===== src/rtl/trace_arbiter_pkg.sv =====
// Shared types and constants for the two-requester trace arbiter in front of one cpu_checker.
package trace_arbiter_pkg;

    typedef enum logic [2:0] {
        ST_IDLE  = 3'd0,
        ST_FEED  = 3'd1,
        ST_WAIT1 = 3'd2,
        ST_WAIT2 = 3'd3,
        ST_DRAIN = 3'd4,
        ST_GAP   = 3'd5
    } state_t;

    localparam logic [7:0] CH_START = 8'h5E;  // '^'
    localparam logic [7:0] CH_END   = 8'h23;  // '#'
    localparam logic [7:0] CH_NUL   = 8'h00;

    localparam logic [1:0] FMT_INV = 2'd0;
    localparam logic [1:0] FMT_REG = 2'd1;
    localparam logic [1:0] FMT_MEM = 2'd2;

endpackage


===== src/rtl/trace_arbiter_rr_arb2.sv =====
// Two-way round-robin grant: on a tie the requester not served last wins.
module rr_arb2 (
    input  logic clk,
    input  logic reset,
    input  logic req0,
    input  logic req1,
    input  logic take,
    output logic gnt
);

    logic last_id;

    always_comb begin
        if (req0 && req1) gnt = !last_id;
        else              gnt = req1;
    end

    // Starts at 1 so requester 0 wins the first tie after reset.
    always_ff @(posedge clk) begin
        if (!reset)    last_id <= 1'b1;
        else if (take) last_id <= gnt;
    end

endmodule


===== src/rtl/trace_arbiter.sv =====
// Serialises trace records from two requesters onto one cpu_checker and reports one result per record.
module trace_arbiter
    import trace_arbiter_pkg::*;
#(
    parameter int MAX_LEN = 48,
    parameter int CW      = 7
) (
    input  logic       clk,
    input  logic       reset,
    input  logic       req0_valid,
    input  logic [7:0] req0_char,
    output logic       req0_ready,
    input  logic       req1_valid,
    input  logic [7:0] req1_char,
    output logic       req1_ready,
    output logic [7:0] chk_char,
    output logic       chk_rst,
    input  logic [1:0] chk_format,
    output logic       res_valid,
    output logic       res_id,
    output logic [1:0] res_format,
    output logic       res_abort,
    output logic       busy
);

    state_t        state, state_next;
    logic          gnt;
    logic          arb_gnt;
    logic [CW-1:0] len;
    logic          any_req;
    logic          gnt_valid;
    logic [7:0]    gnt_char;
    logic          is_end;
    logic          at_limit;
    logic          take;
    logic          feed_abort;

    assign any_req   = req0_valid | req1_valid;
    assign gnt_valid = gnt ? req1_valid : req0_valid;
    assign gnt_char  = gnt ? req1_char  : req0_char;
    assign is_end    = (gnt_char == CH_END);
    assign at_limit  = (len == CW'(MAX_LEN - 1));

    rr_arb2 u_arb (
        .clk   (clk),
        .reset (reset),
        .req0  (req0_valid),
        .req1  (req1_valid),
        .take  (take),
        .gnt   (arb_gnt)
    );

    always_ff @(posedge clk) begin
        if (!reset) state <= ST_IDLE;
        else        state <= state_next;
    end

    always_comb begin
        state_next = state;
        case (state)
            ST_IDLE:  if (any_req) state_next = ST_FEED;
            ST_FEED: begin
                if (!gnt_valid)   state_next = ST_DRAIN;
                else if (is_end)  state_next = ST_WAIT1;
                else if (at_limit) state_next = ST_DRAIN;
            end
            ST_WAIT1: state_next = ST_WAIT2;
            ST_WAIT2: state_next = ST_GAP;
            ST_DRAIN: if (gnt_valid && is_end) state_next = ST_GAP;
            ST_GAP:   state_next = ST_IDLE;
            default:  state_next = ST_IDLE;
        endcase
    end

    always_comb begin
        req0_ready = 1'b0;
        req1_ready = 1'b0;
        if (state == ST_FEED || state == ST_DRAIN) begin
            req0_ready = !gnt;
            req1_ready = gnt;
        end
        busy       = (state != ST_IDLE);
        chk_rst    = !reset || (state == ST_DRAIN);
        take       = (state == ST_IDLE) && any_req;
        // A '#' landing exactly on the length limit is a normal end, so is_end is checked first.
        feed_abort = (state == ST_FEED) && (!gnt_valid || (!is_end && at_limit));
    end

    always_ff @(posedge clk) begin
        if (!reset) begin
            gnt        <= 1'b0;
            len        <= '0;
            chk_char   <= CH_NUL;
            res_valid  <= 1'b0;
            res_format <= FMT_INV;
            res_abort  <= 1'b0;
            res_id     <= 1'b0;
        end else begin
            res_valid <= 1'b0;
            chk_char  <= (state == ST_FEED && gnt_valid) ? gnt_char : CH_NUL;

            if (take) gnt <= arb_gnt;

            if (state == ST_FEED && gnt_valid) len <= len + 1'b1;
            else if (state == ST_GAP)          len <= '0;

            // The checker registers its verdict the edge after '#', so WAIT2 sees it settled.
            if (state == ST_WAIT2) begin
                res_valid  <= 1'b1;
                res_format <= chk_format;
                res_abort  <= 1'b0;
                res_id     <= gnt;
            end else if (feed_abort) begin
                res_valid  <= 1'b1;
                res_format <= FMT_INV;
                res_abort  <= 1'b1;
                res_id     <= gnt;
            end
        end
    end

endmodule


===== config.mk =====
export PLATFORM = sky130hd
export DESIGN_NAME = trace_arbiter
export DESIGN_NICKNAME = d
export VERILOG_FILES = /design/src/rtl/trace_arbiter_pkg.sv /design/src/rtl/trace_arbiter_rr_arb2.sv /design/src/rtl/trace_arbiter.sv
export SDC_FILE = /design/constraint.sdc
export NUM_CORES = 1
export LEC_CHECK = 0
export ABC_AREA = 1
export CAP_MARGIN = 20
export CORE_ASPECT_RATIO = 1.5
export CORE_MARGIN = 4
export CORE_UTILIZATION = 48
export DETAILED_ROUTE_END_ITERATION = 16
export PLACE_DENSITY = 0.83
export SKIP_LAST_GASP = 1
export SYNTH_ARGS = -nofsm -noshare
export SYNTH_HDL_FRONTEND = slang
export SYNTH_SLANG_ARGS = --single-unit

===== constraint.sdc =====
create_clock -name clk -period 2.3 [get_ports clk]
set_input_delay 0.23 -clock clk [delete_from_list [all_inputs] [get_ports clk]]
set_output_delay 0.23 -clock clk [all_outputs]
set_load 0.01 [all_outputs]

==> results of run 1 <==
## area by class of cell
class                   count  area, um^2
inverters                  28         105
fillers                   221         782
multi-input cells         125         589
repair buffers             39         388
well taps                  24        30.0
clock buffers               3        22.5
clock inverters             1        5.00
flip-flops and latches     25         500
## kinds of logic (layout without fill, tap and decap cells)
group                      after synthesis  count (layout)  synth area share
and+or+nand+nor                         94              94             0.342
buffers and inverters                   30              71            0.0993
AOI/OAI and AO/OA                       29              29             0.127
DFF                                     25              25             0.414
adders and majority gates                1               1            0.0103
xor gates and xnor gates                 1               1           0.00724
## where the power goes
| part | switching, mW | total [mW] | internal [mW] |
|---|---|---|---|
| Combinational | 0.197 | 0.357 | 0.160 |
| Clock | 0.125 | 0.190 | 0.0650 |
| Sequential | 0.0295 | 0.498 | 0.469 |
| Total | 0.351 | 1.05 | 0.694 |
## state kept, by name, indices dropped and copies added, names as in the netlist
register	cells
res_valid	1
res_id	1
gnt	1
res_abort	1
state	3
u_arb.last_id	1
len	7
res_format	2
chk_char	8
## metal layers
metal	vias up	global-route usage
li1	650	-
met1	570	0.189
met2	32	0.342
met3	10	0.0452
met4	0	0.105
met5	-	0
## synthesized netlist by cell type
cell type and instances:
sky130_fd_sc_hd__nor3_1 2, sky130_fd_sc_hd__nand2_1 53, sky130_fd_sc_hd__a21oi_1 18, sky130_fd_sc_hd__nor2_2 3, sky130_fd_sc_hd__nand2_2 2, sky130_fd_sc_hd__clkbuf_1 1
sky130_fd_sc_hd__o21ai_0 3, sky130_fd_sc_hd__o21ai_1 5, sky130_fd_sc_hd__inv_2 10, sky130_fd_sc_hd__o22ai_1 1, sky130_fd_sc_hd__inv_1 17, sky130_fd_sc_hd__buf_6 1
sky130_fd_sc_hd__nor2_1 20, sky130_fd_sc_hd__nand3_2 3, sky130_fd_sc_hd__dfxtp_1 25, sky130_fd_sc_hd__a221oi_1 1, sky130_fd_sc_hd__xnor2_1 1, sky130_fd_sc_hd__and3_1 1
sky130_fd_sc_hd__nand3_4 1, sky130_fd_sc_hd__clkinv_1 1, sky130_fd_sc_hd__o21ai_2 1, sky130_fd_sc_hd__ha_1 1, sky130_fd_sc_hd__nand3_1 9
## metrics by stage
step                worst slack (ns)  total power [mW]
finish                         0.214              1.05
floorplan                       1.00             0.718
global placement               0.646             0.854
global route                  0.0680              1.13
CTS                            0.203              1.06
detailed placement             0.617             0.866
## tightest hold or removal path: stages
cell and delay [ns]:
sky130_fd_sc_hd__clkdlybuf4s50_1 0.39, sky130_fd_sc_hd__nand2_1 0.06, sky130_fd_sc_hd__a21oi_1 0.05
## worst max-delay path by stage
| stage | end | cells after the start | from |
|---|---|---|---|
| after floorplan | res_id | 6 | len[0] |
| after global placement | req0_ready | 6 | state[1] |
| after detailed placement | req0_ready | 6 | state[1] |
| after CTS | req0_ready | 6 | state[1] |
| after global routing | req0_ready | 6 | state[1] |
| final | req0_ready | 6 | state[1] |
==> tab_implementation.tex, run 1 <==
\begin{tabular}{lr}
\hline
Metric & Value \\
\hline
\multicolumn{2}{l}{\textbf{Worst setup path}} \\
Worst setup slack for register-to-register paths & 0.63 ns \\
Worst Path Max Fanout & 3 \\
R2r startpoint & gnt \\
CP most frequent cell & sky130\_fd\_sc\_hd\_\_nor2\_1 \\
Required time reported for the critical path endpoint & 2.07 ns \\
Critical Path Slowest Stage Cell & sky130\_fd\_sc\_hd\_\_clkdlybuf4s50\_1 \\
Critical path class & reg2out \\
Critical path endpoint category & output port \\
Depth of the most critical reg-to-reg path & 6 \\
Delay-heaviest family, CP & buffers and inverters \\
Stage delay of the slowest cell on the critical path & 0.55 ns \\
Buffers and inverters on the worst path & 2 \\
Crit path arrival time & 1.86 ns \\
Critical-path cell list & nor2\_1 -> inv\_1 -> nor2\_1 -> nor2\_1 -> nor2\_1 -> clkdlybuf4s50\_1 \\
End of the worst register-to-register path & len[3] \\
Type of element launching the critical path & flop \\
\multicolumn{2}{l}{\textbf{Routing}} \\
Residual DRC & 0 \\
First-pass detailed-route iteration total & 4 \\
Average detailed-routed wire length per instance & 12.0 um \\
Via total after detailed routing & 1,262 \\
Wire length on met2 & 1590 um \\
Routed via count divided by cell count & 5.15 \\
Number of violations reported at the end of detailed-routing iteration 0 & 25 \\
Wire length on met1 & 1140 um \\
Met3 wirelength from detailed routing & 139 um \\
Number of nets still failing antenna checks after routing & 0 \\
Uppermost layer routed & met4 \\
WL final & 2950 um \\
\multicolumn{2}{l}{\textbf{Yosys}} \\
Seq cells post-synth & 25 \\
Synthesized area & 0.00121 mm\^{}2 \\
Post-synth net total & 203 \\
Total number of yosys warnings & 0 \\
Gate count of the mapped netlist & 180 \\
Area share of the largest cell type after synthesis & 0.414 \\
Average instance area after synthesis & 6.72 um\^{}2 \\
Sequential element share of the synthesized area & 0.414 \\
Post-synth top area cell & sky130\_fd\_sc\_hd\_\_dfxtp\_1 \\
Main area contributors after synthesis & sky130\_fd\_sc\_hd\_\_dfxtp\_1, sky130\_fd\_sc\_hd\_\_nand2\_1, sky130\_fd\_sc\_hd\_\_a21oi\_1 \\
Synth unique cells & 23 \\
\multicolumn{2}{l}{\textbf{STA}} \\
Setup Viol. Count Final & 0 \\
Highest attainable clock frequency & 0.479 GHz \\
Setup TNS & 0 ns \\
Rel. slew slack & 0.724 \\
Final period util & 0.907 \\
Setup repair after global routing missed its margin & no \\
Tmin final & 2.09 ns \\
Transition time at the pin with the least slew margin & 0.414 ns \\
Worst-case clock skew & 0.00803 ns \\
Smallest hold slack & 0.454 ns \\
Final hold vios & 0 \\
Max-slew violations & 0 \\
\multicolumn{2}{l}{\textbf{Cells and area}} \\
Area growth from synthesis to layout & 35.6\% \\
Fraction of the core area covered by cells at the end of the flow & 0.677 \\
Cell Count, Final, Fillers Out & 245 \\
Commonest non-fill, non-tap cells in the layout & sky130\_fd\_sc\_hd\_\_nand2\_1, sky130\_fd\_sc\_hd\_\_clkdlybuf4s50\_1, sky130\_fd\_sc\_hd\_\_dfxtp\_1, sky130\_fd\_sc\_hd\_\_nor2\_1, sky130\_fd\_sc\_hd\_\_a21oi\_1 \\
Fraction of layout instances using a drive strength above 1 & 0.113 \\
Antenna fix cells & 0 \\
Area of all placed cells without fillers & 0.00164 mm\^{}2 \\
Net count, final & 245 \\
Most common cell after layout, fill and taps aside & sky130\_fd\_sc\_hd\_\_nand2\_1 \\
\multicolumn{2}{l}{\textbf{Min path}} \\
Number of cells on the worst hold path & 3 \\
End point of the most critical hold path & res\_format[0] \\
Startpoint of the tightest hold check path & chk\_format[0] \\
Path type of the worst min-delay path & in2reg \\
\multicolumn{2}{l}{\textbf{Power}} \\
Leak & 0.717 nW \\
Max IR drop VDD & 0.000480 V \\
Power Density & 637 mW/mm\^{}2 \\
\multicolumn{2}{l}{\textbf{Floorplanning}} \\
Die Y-Extent & 69.5 um \\
Die Span X & 49.0 um \\
DIE AREA & 0.00340 mm\^{}2 \\
Count of boundary I/O pins & 39 \\
Starting utilization of the core area & 0.499 \\
Number of standard-cell rows in the floorplan & 22 \\
Standard cell core area & 0.00242 mm\^{}2 \\
\multicolumn{2}{l}{\textbf{Clock network}} \\
CTS buffer count & 3 \\
Maximum number of buffers from clock root to sink & 2 \\
Cts-stage hold buffer count & 0 \\
TritonCTS clock tree & built \\
Clk Latency, worst-skew pair & 0.31 ns \\
Clock root buffer & sky130\_fd\_sc\_hd\_\_clkbuf\_4 \\
Deepest level of the CTS H-tree & 1 \\
Post-cts resize count & 0 \\
Setup Fix Bufs, Post-CTS & 0 \\
Clock sink total & 25 \\
Clock input transition at the sequential cells of the worst setup and hold paths & 0.13 ns \\
\multicolumn{2}{l}{\textbf{Placement}} \\
Port Buf Inserts & 38 \\
Area after detailed placement & 0.00161 mm\^{}2 \\
Placer Congestion & 0.875 \\
Dpl cells & 241 \\
Half-perimeter wire length after placement & 2410 um \\
\multicolumn{2}{l}{\textbf{GRT}} \\
GRT Resource Usage Total & 0.188 \\
Initial antenna violation count & 0 \\
Residual overflow from global routing & 0 \\
Global-route wire length before repair & 5240 um \\
Pin count of the biggest net entering global routing & 15 \\
Number of global-route vias before repair & 1,244 \\
\multicolumn{2}{l}{\textbf{Run status}} \\
Run status & complete, no violations \\
\multicolumn{2}{l}{\textbf{Flow run}} \\
Max-capacitance violation count & 0 \\
\hline
\end{tabular}
Note: power is estimated with default switching activity, not from simulation.
==> run 2, diff against run 1 <==
CORE_ASPECT_RATIO = 1.75   (was 1.5)
==> run 2 against run 1 <==
Compared with the run above: via count decreased by 2.1%; count of clock-buffer cells in the layout unchanged; first-iteration DRC count increased by 44%; total power increased by 6.6%; critical path type unchanged; largest power group unchanged; highest routed layer unchanged.
==> tab_implementation.tex, run 2 (same netlist as run 1, synthesis figures left out) <==
\begin{tabular}{lr}
\hline
Metric & Value \\
\hline
\multicolumn{2}{l}{\textbf{Run status}} \\
Run status & complete, no violations \\
\multicolumn{2}{l}{\textbf{Clock network}} \\
Clk Latency, worst-skew pair & 0.27 ns (-0.04 ns) \\
TritonCTS clock tree & built \\
Cts-stage hold buffer count & 0 (unchanged) \\
Setup Fix Bufs, Post-CTS & 0 (unchanged) \\
Clock sink total & 25 (unchanged) \\
CTS buffer count & 3 (unchanged) \\
Post-cts resize count & 0 (unchanged) \\
Clock input transition at the sequential cells of the worst setup and hold paths & 0.09 ns (-0.04 ns) \\
Deepest level of the CTS H-tree & 1 (unchanged) \\
Maximum number of buffers from clock root to sink & 2 (unchanged) \\
Clock root buffer & sky130\_fd\_sc\_hd\_\_clkbuf\_8 \\
\multicolumn{2}{l}{\textbf{Worst setup path}} \\
Critical path endpoint category & output port \\
End of the worst register-to-register path & len[3] \\
Depth of the most critical reg-to-reg path & 6 (unchanged) \\
Worst setup slack for register-to-register paths & 0.65 ns (+0.02 ns) \\
R2r startpoint & gnt \\
Critical path class & reg2out \\
Worst Path Max Fanout & 3 (unchanged) \\
Type of element launching the critical path & flop \\
Crit path arrival time & 1.76 ns (-0.10 ns) \\
Required time reported for the critical path endpoint & 2.07 ns (about the same) \\
\multicolumn{2}{l}{\textbf{Placement}} \\
Placer Congestion & 0.876 (+0.16\%) \\
Dpl cells & 242 (+0.41\%) \\
Port Buf Inserts & 38 (unchanged) \\
Half-perimeter wire length after placement & 2430 um (+0.73\%) \\
Area after detailed placement & 0.00161 mm\^{}2 (about the same) \\
\multicolumn{2}{l}{\textbf{STA}} \\
Transition time at the pin with the least slew margin & 0.430 ns (+0.0157 ns) \\
Highest attainable clock frequency & 0.504 GHz (+5.1\%) \\
Setup TNS & 0 ns (unchanged) \\
Final hold vios & 0 (unchanged) \\
Worst-case clock skew & 0.00504 ns (-0.00299 ns) \\
Tmin final & 1.99 ns (-0.101 ns) \\
Rel. slew slack & 0.713 (-0.0105) \\
Final period util & 0.863 (-0.0437) \\
Setup Viol. Count Final & 0 (unchanged) \\
Setup repair after global routing missed its margin & no \\
Max-slew violations & 0 (unchanged) \\
\multicolumn{2}{l}{\textbf{Routing}} \\
Average detailed-routed wire length per instance & 11.9 um (-1.1\%) \\
WL final & 2930 um (-0.68\%) \\
Residual DRC & 0 (unchanged) \\
Number of nets still failing antenna checks after routing & 0 (unchanged) \\
First-pass detailed-route iteration total & 4 (unchanged) \\
Routed via count divided by cell count & 5.02 (-2.5\%) \\
Via total after detailed routing & 1,236 (-2.1\%) \\
Number of violations reported at the end of detailed-routing iteration 0 & 36 (+44\%) \\
\multicolumn{2}{l}{\textbf{Min path}} \\
Startpoint of the tightest hold check path & res\_abort \\
Path type of the worst min-delay path & reg2reg \\
Number of cells on the worst hold path & 2 (-1) \\
End point of the most critical hold path & res\_abort \\
\multicolumn{2}{l}{\textbf{Cells and area}} \\
Most common cell after layout, fill and taps aside & sky130\_fd\_sc\_hd\_\_nand2\_1 \\
Commonest non-fill, non-tap cells in the layout & sky130\_fd\_sc\_hd\_\_nand2\_1, sky130\_fd\_sc\_hd\_\_clkdlybuf4s50\_1, sky130\_fd\_sc\_hd\_\_dfxtp\_1, sky130\_fd\_sc\_hd\_\_nor2\_1, sky130\_fd\_sc\_hd\_\_a21oi\_1 \\
Net count, final & 245 (unchanged) \\
Cell Count, Final, Fillers Out & 246 (+0.41\%) \\
Area growth from synthesis to layout & 37.4\% \\
Fraction of layout instances using a drive strength above 1 & 0.113 (unchanged) \\
Number of flip-flops in the largest register & 8 (unchanged) \\
Largest registers in the final layout & chk\_char x8, len x7, state x3 \\
Antenna fix cells & 0 (unchanged) \\
Area of all placed cells without fillers & 0.00166 mm\^{}2 (+1.4\%) \\
Most flop-heavy register & chk\_char \\
\multicolumn{2}{l}{\textbf{GRT}} \\
Residual overflow from global routing & 0 (unchanged) \\
Pin count of the biggest net entering global routing & 16 (+1) \\
GRT Resource Usage Total & 0.185 (-0.00359) \\
Global-route wire length before repair & 4690 um (-10\%) \\
Initial antenna violation count & 0 (unchanged) \\
Number of global-route vias before repair & 1,182 (-5.0\%) \\
\multicolumn{2}{l}{\textbf{Flow run}} \\
Max-capacitance violation count & 0 (unchanged) \\
\multicolumn{2}{l}{\textbf{Floorplanning}} \\
Starting utilization of the core area & 0.513 (+0.0132) \\
Number of standard-cell rows in the floorplan & 23 (+4.5\%) \\
DIE AREA & 0.00342 mm\^{}2 (+0.43\%) \\
Standard cell core area & 0.00236 mm\^{}2 (-2.6\%) \\
Count of boundary I/O pins & 39 (unchanged) \\
Die Span X & 46.0 um (-6.2\%) \\
Die Y-Extent & 74.4 um (+7.1\%) \\
\multicolumn{2}{l}{\textbf{Power}} \\
Leak & 0.721 nW (+0.56\%) \\
Power Density & 670 mW/mm\^{}2 (+5.2\%) \\
Pwr Total & 1.11 mW (+6.6\%) \\
Max IR drop VDD & 0.000378 V (-21\%) \\
\hline
\end{tabular}
## run 2: layout make-up
type | count | area [um^2]
clock inverters | 1 | 7.51
repair buffers | 39 | 388
inverters | 28 | 105
well taps | 25 | 31.3
fillers | 206 | 697
flip-flops and latches | 25 | 500
multi-input cells | 125 | 589
clock buffers | 3 | 41.3
## run 2: worst max path at each step
stage | startpoint | depth (start not counted) | endpoint
finish | state[1] | 6 | req0_ready
floorplan | len[0] | 6 | res_id
CTS | state[1] | 6 | req0_ready
global placement | req1_valid | 7 | chk_char[5]
detailed placement | req1_char[2] | 11 | state[0]
global route | state[1] | 6 | req0_ready
## run 2: critical path: stages, from the launching register on
cell	delay, ns
sky130_fd_sc_hd__dfxtp_1	0.34
sky130_fd_sc_hd__nor2_1	0.19
sky130_fd_sc_hd__inv_1	0.09
sky130_fd_sc_hd__nor2_1	0.13
sky130_fd_sc_hd__nor2_1	0.09
sky130_fd_sc_hd__nor2_1	0.10
sky130_fd_sc_hd__clkdlybuf4s50_1	0.55
## run 2: per-stage QoR
stage,setup WS [ns],hold slack (ns),utilization
floorplan,1.00,0.377,-
global placement,0.680,0.435,0.684
detailed placement,0.577,0.437,0.684
CTS,0.314,0.451,0.705
global route,0.153,0.488,0.705
finish,0.314,0.446,0.705
## run 2: routing by layer
metal,wire length [um],track usage
met5,0,0
met4,52,0.0918
met3,126,0.0266
met2,1630,0.359
met1,1120,0.174
## run 2: power by group
group | internal, mW | leakage [nW] | switching [mW]
logic | 0.160 | 0.496 | 0.196
clock network | 0.123 | 0.0217 | 0.138
registers | 0.469 | 0.203 | 0.0295
==> run 3, diff against run 2 <==
HOLD_SLACK_MARGIN = 0.06   (was default)
==> results of run 3 <==
Same layout as run 2: the final DEF is identical, and so are final timing and power.
